$ cat src/rtl/vram_port_arbiter.sv
// Port A sequencer for the 1K x 8 text VRAM: fixed-priority sharing between the Z80,
// the ESP host and a hardware fill engine, with owner tags steering pipelined read data.
module vram_port_arbiter #(
    parameter int unsigned ADDR_W = 10,
    parameter int unsigned RD_LAT = 3
) (
    input  logic              clk,
    input  logic              reset,
    input  logic              z80_req,
    input  logic              z80_we,
    input  logic [ADDR_W-1:0] z80_addr,
    input  logic [7:0]        z80_wdata,
    output logic [7:0]        z80_rdata,
    output logic              z80_rvalid,
    input  logic              host_valid,
    input  logic              host_we,
    input  logic [ADDR_W-1:0] host_addr,
    input  logic [7:0]        host_wdata,
    output logic              host_ready,
    output logic [7:0]        host_rdata,
    output logic              host_rvalid,
    input  logic              fill_start,
    input  logic [7:0]        fill_char,
    output logic              fill_busy,
    output logic              fill_done,
    output logic              ram_ce,
    output logic              ram_oce,
    output logic              ram_we,
    output logic [ADDR_W-1:0] ram_ad,
    output logic [7:0]        ram_din,
    input  logic [7:0]        ram_dout
);

    typedef enum logic {StIdle, StFill} state_e;
    typedef enum logic [1:0] {TagNone = 2'd0, TagZ80 = 2'd1, TagHost = 2'd2} tag_e;

    state_e            state_q;
    logic [ADDR_W-1:0] fill_cnt_q;
    logic [7:0]        fill_char_q;
    logic              fill_busy_q;
    logic              fill_done_q;

    logic              ram_ce_q;
    logic              ram_we_q;
    logic [ADDR_W-1:0] ram_ad_q;
    logic [7:0]        ram_din_q;
    tag_e              tag_q [RD_LAT];
    logic [7:0]        z80_rdata_q;
    logic [7:0]        host_rdata_q;

    logic              z80_gnt;
    logic              host_gnt;
    logic              fill_gnt;
    logic              cmd_we;
    logic [ADDR_W-1:0] cmd_ad;
    logic [7:0]        cmd_din;
    tag_e              tag_d;

    // Fixed priority: the Z80 can never be stalled, the fill only takes idle slots.
    always_comb begin
        z80_gnt  = z80_req & ~reset;
        host_gnt = host_valid & ~z80_req & ~reset;
        fill_gnt = (state_q == StFill) & ~z80_req & ~host_valid & ~reset;
        cmd_we   = 1'b0;
        cmd_ad   = fill_cnt_q;
        cmd_din  = fill_char_q;
        tag_d    = TagNone;
        if (z80_gnt) begin
            cmd_we  = z80_we;
            cmd_ad  = z80_addr;
            cmd_din = z80_wdata;
            if (!z80_we) tag_d = TagZ80;
        end else if (host_gnt) begin
            cmd_we  = host_we;
            cmd_ad  = host_addr;
            cmd_din = host_wdata;
            if (!host_we) tag_d = TagHost;
        end else if (fill_gnt) begin
            cmd_we = 1'b1;
        end
    end

    always_ff @(posedge clk) begin
        if (reset) begin
            state_q     <= StIdle;
            fill_cnt_q  <= '0;
            fill_char_q <= '0;
            fill_busy_q <= 1'b0;
            fill_done_q <= 1'b0;
        end else begin
            fill_done_q <= 1'b0;
            unique case (state_q)
                StIdle: begin
                    if (fill_start) begin
                        state_q     <= StFill;
                        fill_char_q <= fill_char;
                        fill_cnt_q  <= '0;
                        fill_busy_q <= 1'b1;
                    end
                end
                StFill: begin
                    if (fill_gnt) begin
                        fill_cnt_q <= fill_cnt_q + 1'b1;
                        if (&fill_cnt_q) begin
                            state_q     <= StIdle;
                            fill_busy_q <= 1'b0;
                            fill_done_q <= 1'b1;
                        end
                    end
                end
                default: state_q <= StIdle;
            endcase
        end
    end

    always_ff @(posedge clk) begin
        if (reset) begin
            ram_ce_q     <= 1'b0;
            ram_we_q     <= 1'b0;
            ram_ad_q     <= '0;
            ram_din_q    <= '0;
            z80_rdata_q  <= '0;
            host_rdata_q <= '0;
            for (int i = 0; i < RD_LAT; i++) tag_q[i] <= TagNone;
        end else begin
            ram_ce_q  <= z80_gnt | host_gnt | fill_gnt;
            ram_we_q  <= cmd_we;
            ram_ad_q  <= cmd_ad;
            ram_din_q <= cmd_din;
            tag_q[0]  <= tag_d;
            for (int i = 1; i < RD_LAT; i++) tag_q[i] <= tag_q[i-1];
            if (z80_rvalid) z80_rdata_q <= ram_dout;
            if (host_rvalid) host_rdata_q <= ram_dout;
        end
    end

    // The RAM output register is the last pipeline stage; hold registers keep rdata stable.
    assign z80_rvalid  = (tag_q[RD_LAT-1] == TagZ80);
    assign host_rvalid = (tag_q[RD_LAT-1] == TagHost);
    assign z80_rdata   = z80_rvalid ? ram_dout : z80_rdata_q;
    assign host_rdata  = host_rvalid ? ram_dout : host_rdata_q;
    assign host_ready  = host_gnt;
    assign fill_busy   = fill_busy_q;
    assign fill_done   = fill_done_q;
    assign ram_ce      = ram_ce_q;
    assign ram_oce     = 1'b1;
    assign ram_we      = ram_we_q;
    assign ram_ad      = ram_ad_q;
    assign ram_din     = ram_din_q;

endmodule

$ cat config.mk
export PLATFORM = sky130hd
export DESIGN_NAME = vram_port_arbiter
export DESIGN_NICKNAME = d
export VERILOG_FILES = /design/src/rtl/vram_port_arbiter.sv
export SDC_FILE = /design/constraint.sdc
export NUM_CORES = 1
export LEC_CHECK = 0
export CAP_MARGIN = 15
export CORE_ASPECT_RATIO = 1.1
export CORE_MARGIN = 1.5
export CORE_UTILIZATION = 47
export DETAILED_ROUTE_END_ITERATION = 8
export PLACE_DENSITY = 0.83
export SETUP_SLACK_MARGIN = 0.5
export SYNTH_ARGS = -nofsm -noshare
export SYNTH_HDL_FRONTEND = slang
export SYNTH_SLANG_ARGS = --single-unit
export TNS_END_PERCENT = 30
$ cat constraint.sdc
create_clock -name clk -period 2.7 [get_ports clk]
set_input_delay 0.54 -clock clk [delete_from_list [all_inputs] [get_ports clk]]
set_output_delay 0.54 -clock clk [all_outputs]
set_load 0.01 [all_outputs]
==> results.ini, run 1 <==
[pwr]
ir_drop_uv=358
p_leak_nw=1.59
p_per_area_mw_per_mm2=541

[clocking]
htreeDepth=3
cts_buffers=9
cts_tree=done
cts-root-buf=clkbuf_8
clock_latency_ns=0.34
hold_buffers=0
cts_sinks=63
cts_max_path_buffers=2
clkTransAtPathRegs_ns=0.07

[setup_path]
crit_buf_inv=2
rrSetupSlack_ns=0.86
crit_fanout=9
worst-path-stages=4
cp-end-kind=primary output
cp.arrival_ns=1.83
r2r_cells=3
worstSetupPathType=register to primary output
endpoint=z80_rdata[5]
cp-startpoint=tag_q[0][4]
cp_slowest_cell=clkdlybuf4s50_1
required_ns=2.16
crit_family=buffers and inverters
r2r_end=fill_cnt_q[5]
crit_path_max_incr_delay_ns=0.48
r2r_start=state_q
critPathLaunchType=register
crit_chain=nor2b_1 -> buf_4 -> mux2_2 -> clkdlybuf4s50_1

[logic_synthesis]
syn_area_sq_mm=0.00269
yosysMostFrequentCell=dfxtp_1
syn-instance-count=268
synth.net_count=328
synth_common_cells=63 x dfxtp_1, 35 x mux2_2, 24 x mux2i_1
synth_edf_count=0
yosysTopAreaCell=dfxtp_1
yosysWarnings=0
yosys_most_used_dff=dfxtp_1
seq_area_frac_synth=0.468
synth_top_area_share=0.468
synth-seq-cells=63
synthTopCellsByArea=dfxtp_1 47%, mux2_2 15%, mux2i_1 8.9%
async_reset_ff_frac=0
ys_types=26
syn_area_per_cell_sq_um=10.0

[sta]
relSlewSlack=0.555
fin_worst_skew_ns=0.00569
min_period_ns=2.37
rsz0062_at_grt=yes
period_share=0.876
timing.fmax_mhz=423
worst_pin_slew_ns=0.667
report.final.setup_viol=0
tns_ns=0
finalHoldViolCount=0
slew_violations=0

[die]
start_util=0.493
ioPinCount=101
rows=28
die_area_sq_mm=0.00619
die_h_microns=82.4
dieWidth_microns=75.2
core_sq_mm=0.00547

[grt]
grt_pass1_wl_mm=10.4
grt.overflow.total=0
antenna_found_initial=0
grt_max_degree=28
grt_pass1_vias=2182
grt_use_total=0.229

[final_layout]
syn_to_final_growth_pct=47.0
drive_gt1_frac=0.175
multi_input_area_sq_mm=0.00133
n_fill_cell=433
seqCellArea_sq_mm=0.00126
final_nets=426
fin_util=0.724
antennaDiodeCount=0

[routing]
antenna_left=0
drc=0
vias_per_cell=5.10
wl_per_cell_microns=15.0
drt_iter0_markers=84
wl_mm=6.71
vias=2275
drtPass1Iterations=4

[placed_design]
port_buffers=99
place.gp.congestion=0.842
dp_hpwl_mm=4.74

[outcome]
status=finished, final reports clean

[flow_run]
drv_cap=0

[min_path]
hold_class=register to register

[power by group]
group	internal [mW]	switching, mW	leakage, nW
Combinational	0.174	0.112	0.970
Clock	0.516	0.363	0.102
Sequential	0.962	0.0131	0.515
[worst min-delay path by stage]
stage | from | endpoint | slack, ns | cells after the start
floorplan | tag_q[0][0] | tag_q[0][2] | 0.41 | 1
global placement | tag_q[0][0] | tag_q[0][2] | 0.42 | 1
detailed placement | tag_q[0][2] | tag_q[0][4] | 0.43 | 1
CTS | tag_q[0][2] | tag_q[0][4] | 0.44 | 1
global route | tag_q[0][2] | tag_q[0][4] | 0.46 | 1
finish | tag_q[0][1] | tag_q[0][3] | 0.44 | 1
[layout by cell type (no fill, tap or decap)]
cell and count:
nand3_1 12, nor4_4 2, clkdlybuf4s50_1 98, nand2_1 19, dlygate4sd2_1 1, a21oi_1 11, conb_1 1, nor2_1 22
clkinv_2 2, and2_1 18, or3_1 7, clkbuf_8 9, nand4_1 3, nor2b_1 9, mux2i_1 24, clkbuf_1 1
nand2b_1 1, dfxtp_1 63, buf_4 8, ha_1 1, a211oi_1 3, a211oi_2 2, mux2_2 35, a2111oi_2 1
nand2b_2 1, bufinv_16 2, nor3_1 5, clkinvlp_4 2, inv_1 4, o21ai_0 3, or4b_4 1
[per-layer routing]
layer  vias to the layer above  share of wire  track usage
met3                        11          0.059       0.0485
li1                       1108              -            -
met4                         0          0.014        0.114
met5                         -              0            0
met1                      1075           0.42        0.273
met2                        81           0.51        0.387
[stage by stage]
stage / std cells / area (sq um) / total power, mW / setup WS [ns] / hold slack (ns)
global route: 446 / 3960 / 2.22 / 0.241 / 0.462
global placement: 430 / 3740 / 1.27 / 0.236 / 0.419
floorplan: 268 / 2690 / 1.12 / 0.778 / 0.414
detailed placement: 430 / 3740 / 1.28 / 0.208 / 0.426
CTS: 446 / 3960 / 2.16 / 0.317 / 0.441
finish: 446 / 3960 / 2.14 / 0.333 / 0.440
[final cells by class]
cell class / count / share of cell area
Clock inverter: 6 / 0.0215
Multi-Input combinational cell: 181 / 0.335
Inverter: 4 / 0.00379
Timing Repair Buffer: 107 / 0.265
Sequential cell: 63 / 0.319
Clock buffer: 10 / 0.0322
Tap cell: 75 / 0.0237
[timing repair]
item                                    4_1_cts  5_1_grt
endpoints found under the hold margin         0        0
endpoints found under the setup margin       18       18
gates resized for setup                       2        0
setup buffers                                 0        0
[cell families after synthesis]
logic type	after synthesis	synth area share
flops	63	0.468
other cells	1	0.00139
fa+ha+maj	1	0.00465
buf+inv	24	0.0404
mux	59	0.236
compound gates	20	0.0493
simple gates	100	0.200
[registers in the layout (all words and copies together), names as in the netlist, 6 cells and up]
| name | flops |
|---|---|
| tag_q | 6 |
| ram_din | 8 |
| ram_ad | 10 |
| z80_rdata_q | 8 |
| host_rdata_q | 8 |
| fill_char_q | 8 |
| fill_cnt_q | 10 |
[worst reg2reg max path: cells and delay by family (launching register included)]
kind / cells / cell delay, ns
flip-flops: 1 / 0.44
AND/OR/NAND/NOR: 1 / 0.62
multiplexers: 1 / 0.36
AO/OA/AOI/OAI: 1 / 0.31
No activity file was read; power rests on OpenSTA's default activity.
==> run 2, diff against run 1 <==
--- a/config.mk
+++ b/config.mk
@@ -7,7 +7,6 @@
 export LEC_CHECK = 0
 export CAP_MARGIN = 15
 export CORE_ASPECT_RATIO = 1.1
-export CORE_MARGIN = 1.5
 export CORE_UTILIZATION = 47
 export DETAILED_ROUTE_END_ITERATION = 8
 export PLACE_DENSITY = 0.83
==> results.ini, run 2 (synthesis results as in run 1) <==
[placed_design]
place_area_sq_mm=0.00374
dp_hpwl_mm=4.64
pre_cts_slack_ns=0.272
port_buffers=99
place.gp.congestion=0.779

[clocking]
clock_latency_ns=0.33
cts_max_path_buffers=2
htreeDepth=3
cts_tree=done
cts-root-buf=clkbuf_8
cts_sinks=63
clkTransAtPathRegs_ns=0.06
cts_buffers=9

[die]
start_util=0.493
die_h_microns=81.4
core_sq_mm=0.00547
rows=28
dieWidth_microns=74.2
ioPinCount=101
die_area_sq_mm=0.00604

[routing]
drc=0
antenna_left=0
wl_mm=6.50
drtPass1Iterations=4
wl_per_cell_microns=14.6
drt_iter0_markers=59
vias=2268
vias_per_cell=5.10

[setup_path]
rrSetupSlack_ns=0.88
critPathLaunchType=register
cp.arrival_ns=1.81
worstSetupPathType=register to primary output
required_ns=2.16
crit_fanout=9
cp-end-kind=primary output

[final_layout]
final_cell_mix=97 x clkdlybuf4s50_1, 63 x dfxtp_1, 35 x mux2_2
n_fill_cell=441
drive_gt1_frac=0.176
multi_input_area_sq_mm=0.00133
stdcell_area_sq_mm=0.00390
final_common_cell=clkdlybuf4s50_1
antennaDiodeCount=0
syn_to_final_growth_pct=45.0
final_nets=426
seqCellArea_sq_mm=0.00126

[sta]
tns_ns=0
timing.fmax_mhz=426
slew_violations=0
rsz0062_at_grt=yes
min_period_ns=2.35
report.final.setup_viol=0
period_share=0.869
worst_slack_ns=0.354
finalHoldViolCount=0
worst_pin_slew_ns=0.699
relSlewSlack=0.534
fin_worst_skew_ns=0.00616

[grt]
grt_pass1_vias=2176
grt_pass1_wl_mm=10.2
antenna_found_initial=0
grt_max_degree=26
grt.overflow.total=0
grt_use_total=0.227

[pwr]
ir_drop_uv=340
p_leak_nw=1.57
p_per_area_mw_per_mm2=501

[outcome]
status=finished, final reports clean

[min_path]
hold_class=register to register

[flow_run]
drv_cap=0

[run 2: worst paths after layout]
path                            cells past startpoint       endpoint        start
worst max register to register                      3  fill_cnt_q[5]      state_q
worst min register to register                      1    tag_q[0][3]  tag_q[0][1]
worst max-delay path                                4   z80_rdata[0]  tag_q[0][4]
worst min-delay path                                1    tag_q[0][3]  tag_q[0][1]
[run 2: area by class of cell]
cell class | instances | area share
flip-flops and latches | 63 | 0.323
well taps | 75 | 0.0240
clock buffers | 11 | 0.0362
inverters | 4 | 0.00385
multi-input cells | 181 | 0.339
repair buffers | 107 | 0.268
clock inverters | 4 | 0.00577
[run 2: per-stage QoR]
stage,cells,hold slack (ns),total power [mW],utilization
4_1_cts,445,0.443,1.97,0.714
3_5_place_dp,430,0.426,1.28,0.684
3_3_place_gp,430,0.417,1.27,0.684
5_1_grt,445,0.464,2.04,0.714
2_1_floorplan,268,0.414,1.12,-
6_report,445,0.438,1.96,0.714
[run 2: power by group]
group          internal, mW  switching [mW]
clock                 0.348           0.350
combinational         0.173           0.110
sequential            0.963          0.0117
[run 2: worst max-delay path, stage by stage (launching register included)]
cell and delay [ns]:
dfxtp_1 0.32, nor2b_1 0.13, buf_4 0.19, mux2_2 0.35, clkdlybuf4s50_1 0.49
[run 2: repair_timing]
item	4_1_cts	5_1_grt
hold buffers	0	0
endpoints found under the hold margin	0	0
setup endpoints to repair	17	16
gates cloned	0	0
setup buffers	0	0
resized for setup	2	0
[run 2: per-layer routing]
| metal | wire (microns) | vias to the layer above | GRT usage | share of wire |
|---|---|---|---|---|
| met5 | 0 | - | 0 | 0 |
| met2 | 3260 | 86 | 0.385 | 0.50 |
| li1 | - | 1108 | - | - |
| met1 | 2640 | 1063 | 0.266 | 0.41 |
| met3 | 476 | 11 | 0.0633 | 0.073 |
| met4 | 124 | 0 | 0.0962 | 0.019 |
